[config.mk]
export PLATFORM = sky130hd
export DESIGN_NAME = pipe_ctrl
export DESIGN_NICKNAME = d
export VERILOG_FILES = /design/src/rtl/pipe_ctrl_pkg.sv /design/src/rtl/pipe_ctrl_hazard_detect.sv /design/src/rtl/pipe_ctrl.sv
export SDC_FILE = /design/constraint.sdc
export NUM_CORES = 1
export LEC_CHECK = 0
export CORE_MARGIN = 2
export CORE_UTILIZATION = 43
export DETAILED_ROUTE_END_ITERATION = 10
export PLACE_DENSITY = 0.86
export SYNTH_ARGS = -nofsm -noshare
export SYNTH_HDL_FRONTEND = slang
export SYNTH_HIERARCHICAL = 1
export SYNTH_SLANG_ARGS = --single-unit
export TNS_END_PERCENT = 100
[constraint.sdc]
create_clock -name clk -period 2.33 [get_ports clk]
set_input_delay 0.3495 -clock clk [delete_from_list [all_inputs] [get_ports clk]]
set_output_delay 0.3495 -clock clk [all_outputs]
set_load 0.05 [all_outputs]
[src/rtl/pipe_ctrl_pkg.sv]
`default_nettype none
// ============================================================================
// Module   : pipe_ctrl_pkg
// Purpose  : Shared stall-vector layout, stall patterns and controller FSM
//            state encodings for the 5-stage pipeline controller.
// Revision : 1.0 - initial release
// ============================================================================
package pipe_ctrl_pkg;

   // Bit positions inside the per-stage stall vector
   localparam int STALL_PC  = 0;
   localparam int STALL_IF  = 1;
   localparam int STALL_ID  = 2;
   localparam int STALL_EX  = 3;
   localparam int STALL_MEM = 4;
   localparam int STALL_WB  = 5;

   // Stall patterns: a load-use hazard freezes the front end and bubbles EX,
   // a multi-cycle op additionally holds EX itself.
   localparam logic [5:0] STALL_NONE = 6'b000000;
   localparam logic [5:0] STALL_LUSE = (6'b1 << STALL_PC) | (6'b1 << STALL_IF)
                                     | (6'b1 << STALL_ID);
   localparam logic [5:0] STALL_MC   = STALL_LUSE | (6'b1 << STALL_EX);

   // Controller FSM encodings (visible on state_o)
   typedef enum logic [1:0] {
      PC_IDLE  = 2'd0,
      PC_BUSY  = 2'd1,
      PC_ABORT = 2'd2
   } pc_state_t;

endpackage
`default_nettype wire

[src/rtl/pipe_ctrl_hazard_detect.sv]
`default_nettype none
// ============================================================================
// Module   : hazard_detect
// Purpose  : Combinational load-use compare between the two ID read ports and
//            the destination of a load currently in EX. $0 never matches.
// Revision : 1.0 - initial release
// ============================================================================
module hazard_detect (
   input  logic       id_reg1_read,
   input  logic [4:0] id_reg1_addr,
   input  logic       id_reg2_read,
   input  logic [4:0] id_reg2_addr,
   input  logic       ex_wreg,
   input  logic [4:0] ex_wd,
   input  logic       ex_is_load,
   output logic       luse
);

   logic load_dst_live;
   logic port1_hit;
   logic port2_hit;

   // A load only creates a hazard if it really writes a non-zero register,
   // and only for an ID port that actually reads that register.
   always_comb begin
      load_dst_live = ex_is_load && ex_wreg && (ex_wd != 5'd0);
      port1_hit     = id_reg1_read && (id_reg1_addr == ex_wd);
      port2_hit     = id_reg2_read && (id_reg2_addr == ex_wd);
      luse          = load_dst_live && (port1_hit || port2_hit);
   end

endmodule
`default_nettype wire

[src/rtl/pipe_ctrl.sv]
`default_nettype none
// ============================================================================
// Module   : pipe_ctrl
// Purpose  : Pipeline controller - stall vector generation, load-use stalls,
//            multi-cycle EX sequencing with timeout, flush priority and a
//            saturating stall-cycle counter.
// Revision : 1.0 - initial release
// ============================================================================
module pipe_ctrl
   import pipe_ctrl_pkg::*;
#(
   parameter int MC_TIMEOUT = 64,
   parameter int CNT_W      = 32
) (
   input  logic             clk,
   input  logic             rst,
   input  logic             id_reg1_read,
   input  logic [4:0]       id_reg1_addr,
   input  logic             id_reg2_read,
   input  logic [4:0]       id_reg2_addr,
   input  logic             ex_wreg,
   input  logic [4:0]       ex_wd,
   input  logic             ex_is_load,
   input  logic             mc_start,
   input  logic             mc_done,
   input  logic             flush_req,
   output logic [5:0]       stall_o,
   output logic             flush_o,
   output logic             mc_abort_o,
   output logic [1:0]       state_o,
   output logic [CNT_W-1:0] stall_cnt_o
);

   // Timer counts 0..MC_TIMEOUT-1 while BUSY
   localparam int             TMR_W    = (MC_TIMEOUT > 2) ? $clog2(MC_TIMEOUT) : 1;
   localparam logic [TMR_W-1:0] TMR_LAST = TMR_W'(MC_TIMEOUT - 1);

   pc_state_t        state;
   logic [TMR_W-1:0] timer;
   logic [CNT_W-1:0] stall_cnt;
   logic             luse;
   logic [5:0]       stall;
   logic             flush;
   logic             abort;

   hazard_detect u_hazard_detect (
      .id_reg1_read (id_reg1_read),
      .id_reg1_addr (id_reg1_addr),
      .id_reg2_read (id_reg2_read),
      .id_reg2_addr (id_reg2_addr),
      .ex_wreg      (ex_wreg),
      .ex_wd        (ex_wd),
      .ex_is_load   (ex_is_load),
      .luse         (luse)
   );

   // Output mux with priority rst > flush > FSM > load-use
   always_comb begin
      stall = STALL_NONE;
      flush = 1'b0;
      abort = 1'b0;
      if (rst) begin
         stall = STALL_NONE;
      end else if (flush_req) begin
         flush = 1'b1;
         abort = (state == PC_BUSY);
      end else begin
         case (state)
            PC_IDLE:  stall = mc_start ? STALL_MC : (luse ? STALL_LUSE : STALL_NONE);
            PC_BUSY:  stall = mc_done ? STALL_NONE : STALL_MC;
            PC_ABORT: begin
               stall = STALL_MC;
               abort = 1'b1;
            end
            default:  stall = luse ? STALL_LUSE : STALL_NONE;
         endcase
      end
   end

   // Multi-cycle sequencing FSM and its timeout timer
   always_ff @(posedge clk) begin
      if (rst) begin
         state <= PC_IDLE;
         timer <= '0;
      end else begin
         case (state)
            PC_IDLE: begin
               if (!flush_req && mc_start) begin
                  state <= PC_BUSY;
                  timer <= '0;
               end
            end
            PC_BUSY: begin
               if (flush_req || mc_done) begin
                  state <= PC_IDLE;
               end else if (timer == TMR_LAST) begin
                  state <= PC_ABORT;
               end else begin
                  timer <= timer + TMR_W'(1);
               end
            end
            PC_ABORT: state <= PC_IDLE;
            default:  state <= PC_IDLE;
         endcase
      end
   end

   // Saturating count of cycles in which any stage is stalled
   always_ff @(posedge clk) begin
      if (rst) begin
         stall_cnt <= '0;
      end else if ((stall != STALL_NONE) && (stall_cnt != {CNT_W{1'b1}})) begin
         stall_cnt <= stall_cnt + CNT_W'(1);
      end
   end

   assign stall_o     = stall;
   assign flush_o     = flush;
   assign mc_abort_o  = abort;
   assign state_o     = state;
   assign stall_cnt_o = stall_cnt;

endmodule
`default_nettype wire

==> results_dict.tcl, run 1 <==
set metrics [dict create \
    status "finished with violations" \
    violations "setup timing" \
    path_class "in -> reg" \
    cp-end-kind "register" \
    cts_made_buffers 5 \
    die_h_um 76.8 \
    path_clk_slew_ps 70 \
    relSlewSlack 0.616 \
    final_cells 465 \
    nFillCells 355 \
    dr.pass1.iters 4 \
    antenna_found_initial 0 \
    rsz0062_at_grt "yes" \
    numClockSinks 40 \
    drt-total-wl_um 7230 \
    max_cap_viol_count 0 \
    fin_crit_sh 1.04 \
    setup_ws_ps -94.5 \
    cp_data_required_time_ps 2560 \
    skew_ps 9.82 \
    finalHoldViolations 0 \
    syn_area_um2 2280 \
    num-nets-final 420 \
    drc 0 \
    start_util 0.446 \
    dpl.hpwl_um 4900 \
    ys_ff_latch 40 \
    cp-start-kind "input pin" \
    grt_pass1_wl_um 11500 \
    leakage_nw 1.34 \
    reg2reg_depth 8 \
    io_pins 66 \
    avgViaCountPerCell 5.64 \
    avgRoutedWirePerCell_um 15.6 \
    setup_viol 15 \
    fin_tns_setup_ps -661 \
    clock_path_buffers 2 \
    num_rows 26 \
    p_seq_frac 0.473 \
    clock.fmax_mhz 412 \
    cp.arrival_ps 2650 \
    p_switching_mw 0.354 \
    clock_latency_ps 300 \
    h-tree-depth 2 \
    die-area_um2 5890 \
    crit_fanout 7 \
    placed_cells 447 \
    ys.flop_type "dfxtp_1" \
    async_reset_ff_frac 0 \
    synth-edff-count 0 \
    report.final.slew_viol_count 0 \
    layout-drive-gt1-share 0.332 \
    seq_area_frac_synth 0.352 \
    io_buffers 63 \
    grt_max_degree 40 \
    overflow 0 \
    yosysUniqueCellTypes 53 \
    synth.avg_cell_area_um2 8.43 \
    ant_nets 0 \
    first_global_vias 2529 \
    gp_congestion 0.855 \
    p_per_area_nw_per_um2 393 \
    cts_tree "done" \
    dieWidth_um 76.8 \
    switching_share 0.244 \
    min_path_type "reg -> reg" \
    worst_pin_slew_ps 573 \
    antennaDiodeCount 0 \
    power_frac_comb 0.140 \
    total_power_mw 1.46 \
    min_period_ps 2420 \
    ys_warn_count 6 \
    drtIter0Drc 197 \
    power_frac_clock 0.386 \
    root_buffer "clkbuf_8" \
    place_ws_ps -882 \
    min_path_cells 2 \
    area_growth_pct 62.7 \
    grt_usage 0.235 \
    ir_drop_mv 0.217 \
    synthCells 270 \
    core_um2 5110 \
    p_int_mw 1.10 \
    via_count 2621 \
]
## sequential cells by signal, summed over array words and instances, names as in the netlist
name and cells:
stall_cnt_o 32, state_o 2, timer 6
## cell usage in the layout (no fill, tap or decap), types with 3 or more instances in the layout
cell and instances:
o31ai_1 4, o211ai_1 3, nor3_1 4, nand3_1 14, nor2b_1 5, clkbuf_8 5
or3_1 13, nand2b_1 3, clkdlybuf4s50_1 43, inv_1 3, o21ai_0 8, xnor2_1 4
nand2_1 19, a21oi_2 5, or4_1 5, or2_2 5, nor2_1 17, buf_4 62
and3_1 5, a21oi_1 20, buf_2 5, xor2_1 11, dfxtp_1 39, buf_12 6
nand4_1 6, nor4_1 6, o21ai_1 10, buf_6 8, and2_1 3
## final cells by class
class                   count  area (um^2)  area share
multi-input cells         215         1520       0.411
repair buffers            129         1170       0.317
flip-flops and latches     40          802       0.216
well taps                  70         87.6      0.0236
clock buffers               6         72.6      0.0196
clock inverters             2         35.0     0.00946
inverters                   3         11.3     0.00304
## power groups by stage
stage	registers (mW)	clock network, mW	logic, mW
floorplan	0.713	0	0.0877
global placement	0.704	0	0.185
detailed placement	0.704	0	0.190
CTS	0.688	0.568	0.194
global route	0.689	0.596	0.216
finish	0.689	0.562	0.204
## critical path, cell delays in order
cell and delay [ps]:
buf_6 90, xor2_1 160, nor4_2 290, nand3_1 150, a21oi_2 180, buf_4 140, nor4_4 40, a311oi_4 210
buf_6 180, o311ai_4 120, or4_1 590, a21oi_2 140
## what timing repair did
item,4_1_cts,5_1_grt
setup buffers,5,4
setup endpoints to repair,35,34
gates cloned,1,0
hold buffers,0,0
pin swaps,17,11
gates resized for setup,53,23
## synth_stat cells (2+ instances only)
master	n	area [um^2]
or3_1	14	87.6
o21ai_0	13	65.1
nand2b_1	3	18.8
nand4_1	6	37.5
nand4_2	2	25.0
o211ai_1	3	22.5
nor3_1	4	20.0
o21ai_1	5	25.0
buf_6	2	22.5
inv_1	3	11.3
clkbuf_1	3	11.3
or2_2	5	31.3
o311ai_2	2	32.5
nor2_1	18	67.6
or4_1	6	45.0
nor4_1	9	56.3
o31ai_1	5	37.5
and4_1	2	17.5
nor2b_1	5	31.3
and3_1	5	31.3
and2_1	3	18.8
buf_4	6	45.0
o2111ai_1	2	17.5
mux2_2	2	22.5
nand2_1	19	71.3
ha_1	2	25.0
a21oi_1	25	125
dfxtp_1	40	801
mux2i_1	2	20.0
nand3_1	14	70.1
xor2_1	12	105
o21ba_2	2	20.0
xnor2_1	6	52.6
## per-layer routing
metal	GRT usage	vias up	part of all wire
li1	-	1248	-
met1	0.263	1245	0.39
met2	0.425	107	0.52
met3	0.0600	21	0.068
met4	0.0891	0	0.023
met5	0	-	0
## cell families after synthesis
logic type / share of synthesized area
adders and majority gates: 0.0110
DFF: 0.352
muxes: 0.0187
AOI/OAI and AO/OA: 0.192
other: 0.00165
xor gates and xnor gates: 0.0692
buffers and inverters: 0.0494
and+or+nand+nor: 0.307
## through the flow
step / util / hold WS [ps] / cell area, um^2
after floorplan: - / 444 / 2300
after global placement: 0.667 / 460 / 3410
after detailed placement: 0.667 / 475 / 3410
after CTS: 0.700 / 486 / 3580
after global routing: 0.725 / 526 / 3700
final: 0.725 / 487 / 3700
## worst paths after layout
check                  startpoint              end  slack [ps]
setup reg to reg  stall_cnt_o[16]  stall_cnt_o[27]           0
hold reg to reg          timer[1]         timer[1]         490
hold / removal           timer[1]         timer[1]         490
setup / recovery  id_reg2_addr[0]  stall_cnt_o[29]         -90
(Power assumes the default switching activity.)
==> run 2: changes to the inputs <==
--- a/config.mk
+++ b/config.mk
@@ -5,9 +5,11 @@
 export SDC_FILE = /design/constraint.sdc
 export NUM_CORES = 1
 export LEC_CHECK = 0
+export ABC_CLOCK_PERIOD_IN_PS = 2330
 export CORE_MARGIN = 2
 export CORE_UTILIZATION = 43
 export DETAILED_ROUTE_END_ITERATION = 10
+export GPL_ROUTABILITY_DRIVEN = 0
 export PLACE_DENSITY = 0.86
 export SYNTH_ARGS = -nofsm -noshare
 export SYNTH_HDL_FRONTEND = slang
==> results of run 2 <==
No change in the layout: final DEF, timing and power equal those of run 1.
==> run 3: changes to the inputs <==
--- a/config.mk
+++ b/config.mk
@@ -5,12 +5,13 @@
 export SDC_FILE = /design/constraint.sdc
 export NUM_CORES = 1
 export LEC_CHECK = 0
-export ABC_CLOCK_PERIOD_IN_PS = 2330
+export ABC_CLOCK_PERIOD_IN_PS = 2770
 export CORE_MARGIN = 2
-export CORE_UTILIZATION = 43
+export CORE_UTILIZATION = 48
 export DETAILED_ROUTE_END_ITERATION = 10
 export GPL_ROUTABILITY_DRIVEN = 0
-export PLACE_DENSITY = 0.86
+export PLACE_DENSITY = 0.91
+export SKIP_LAST_GASP = 1
 export SYNTH_ARGS = -nofsm -noshare
 export SYNTH_HDL_FRONTEND = slang
 export SYNTH_HIERARCHICAL = 1
==> constraint.sdc (replaced) <==
create_clock -name clk -period 2.77 [get_ports clk]
set_input_delay 0.4155 -clock clk [delete_from_list [all_inputs] [get_ports clk]]
set_output_delay 0.4155 -clock clk [all_outputs]
set_load 0.05 [all_outputs]
==> results_dict.tcl, run 3 (synthesized netlist as in run 1, its figures left out) <==
set metrics [dict create \
    clock_latency_ps 300 \
    crit_buf_inv 4 \
    fin_crit_sh 0.961 \
    max_cap_viol_count 0 \
    antenna_found_initial 0 \
    clock_path_buffers 2 \
    final_core_util 0.708 \
    cp-end-kind "output pin" \
    worst_pin_slew_ps 639 \
    start_util 0.489 \
    finalHoldViolations 0 \
    overflow 0 \
    drt-total-wl_um 6520 \
    min_path_type "reg -> reg" \
    core_um2 4660 \
    clock.fmax_mhz 376 \
    cp_data_required_time_ps 2350 \
    status "finished, final reports clean" \
    grt_max_degree 40 \
    final_common_cell "clkdlybuf4s50_1" \
    numClockSinks 40 \
    cts_tree "done" \
    num_rows 25 \
    layout-drive-gt1-share 0.195 \
    first_global_vias 2292 \
    largest_reg_flops 32 \
    drc 0 \
    num-nets-final 379 \
    cp.arrival_ps 2250 \
    crit_path_frequent_cell "buf_6" \
    relSlewSlack 0.574 \
    rsz0062_at_grt "no" \
    cp-start-kind "input pin" \
    dpl.hpwl_um 4580 \
    cpPeakStageDelay_ps 280 \
    avgRoutedWirePerCell_um 16.0 \
    root_buffer "clkbuf_8" \
    total_power_mw 1.26 \
    cts_hold_buf 0 \
    grt_usage 0.249 \
    critPathTopFamily "buffers and inverters" \
    p_per_area_nw_per_um2 382 \
    cts_made_buffers 5 \
    io_pins 66 \
    setup_viol 0 \
    antennaDiodeCount 0 \
    dieWidth_um 72.9 \
    min_period_ps 2660 \
    report.final.slew_viol_count 0 \
    path_class "in -> out" \
    crit_fanout 5 \
    path_clk_slew_ps 80 \
    ant_nets 0 \
    dr.pass1.iters 7 \
    ir_drop_mv 0.209 \
    skew_ps 2.99 \
    leakage_nw 1.16 \
    drtIter0Drc 180 \
    grt_pass1_wl_um 10400 \
    final_cell_mix "clkdlybuf4s50_1 (44), dfxtp_1 (40), a21oi_1 (24), buf_4 (24), nand2_1 (19)" \
    via_count 2450 \
    area_growth_pct 44.8 \
    h-tree-depth 2 \
    fin_tns_setup_ps 0 \
    die-area_um2 5310 \
    avgViaCountPerCell 6.00 \
    io_buffers 63 \
    die_h_um 72.9 \
    crit_slowest_cell "a311oi_4" \
    crit_chain "dlygate4sd2_1 > xor2_1 > nor4_1 > nand3_1 > a21oi_2 > nand2_1 > a311oi_4 > buf_6 > buf_6 > buf_12" \
]
==> run 3: final timing paths <==
kind         cells past startpoint  slack (ps)             from              end
min                              2         500   stall_cnt_o[6]   stall_cnt_o[6]
min reg2reg                      2         500   stall_cnt_o[6]   stall_cnt_o[6]
max reg2reg                      7         380  stall_cnt_o[17]  stall_cnt_o[29]
max                             10         110  id_reg2_addr[1]       stall_o[0]
==> run 3: final cells by class <==
| type | instances | area, um^2 |
|---|---|---|
| Inverter | 3 | 11.3 |
| Sequential cell | 40 | 801 |
| Multi-Input combinational cell | 214 | 1410 |
| Tap cell | 54 | 67.6 |
| Fill cell | 375 | 1360 |
| Clock buffer | 7 | 96.3 |
| Clock inverter | 1 | 30.0 |
| Timing Repair Buffer | 89 | 880 |
==> run 3: per-layer routing <==
metal,wire length [um],track usage,up-vias,part of all wire
met4,153,0.0720,0,0.023
met1,2450,0.275,1147,0.38
met3,443,0.0566,21,0.068
met2,3480,0.472,116,0.53
li1,-,-,1166,-
met5,0,0,-,0
==> run 3: power by group <==
part / switching (mW) / internal (mW)
clock network: 0.211 / 0.318
logic: 0.0806 / 0.0723
registers: 0.00343 / 0.577
total: 0.295 / 0.967
==> run 3: worst register-to-register path: cells and delay by family, from the launching register on <==
kind / cells / cell delay [ps]
and+or+nand+nor: 2 / 800
AOI/OAI and AO/OA: 3 / 670
DFF: 1 / 430
buffers and inverters: 2 / 420
==> run 3: what timing repair did <==
item,in CTS,in global routing
setup endpoints to repair,8,28
resized for setup,12,17
buffers inserted,1,0
pin swaps,6,7
==> run 3: metrics by stage <==
stage	instances	hold WS [ps]	cell area (um^2)	worst slack, ps
finish	408	504	3300	108
global route	408	514	3300	6.17
global placement	399	461	3140	-266
detailed placement	399	491	3140	-376
CTS	408	504	3280	1.29
floorplan	271	444	2290	-180
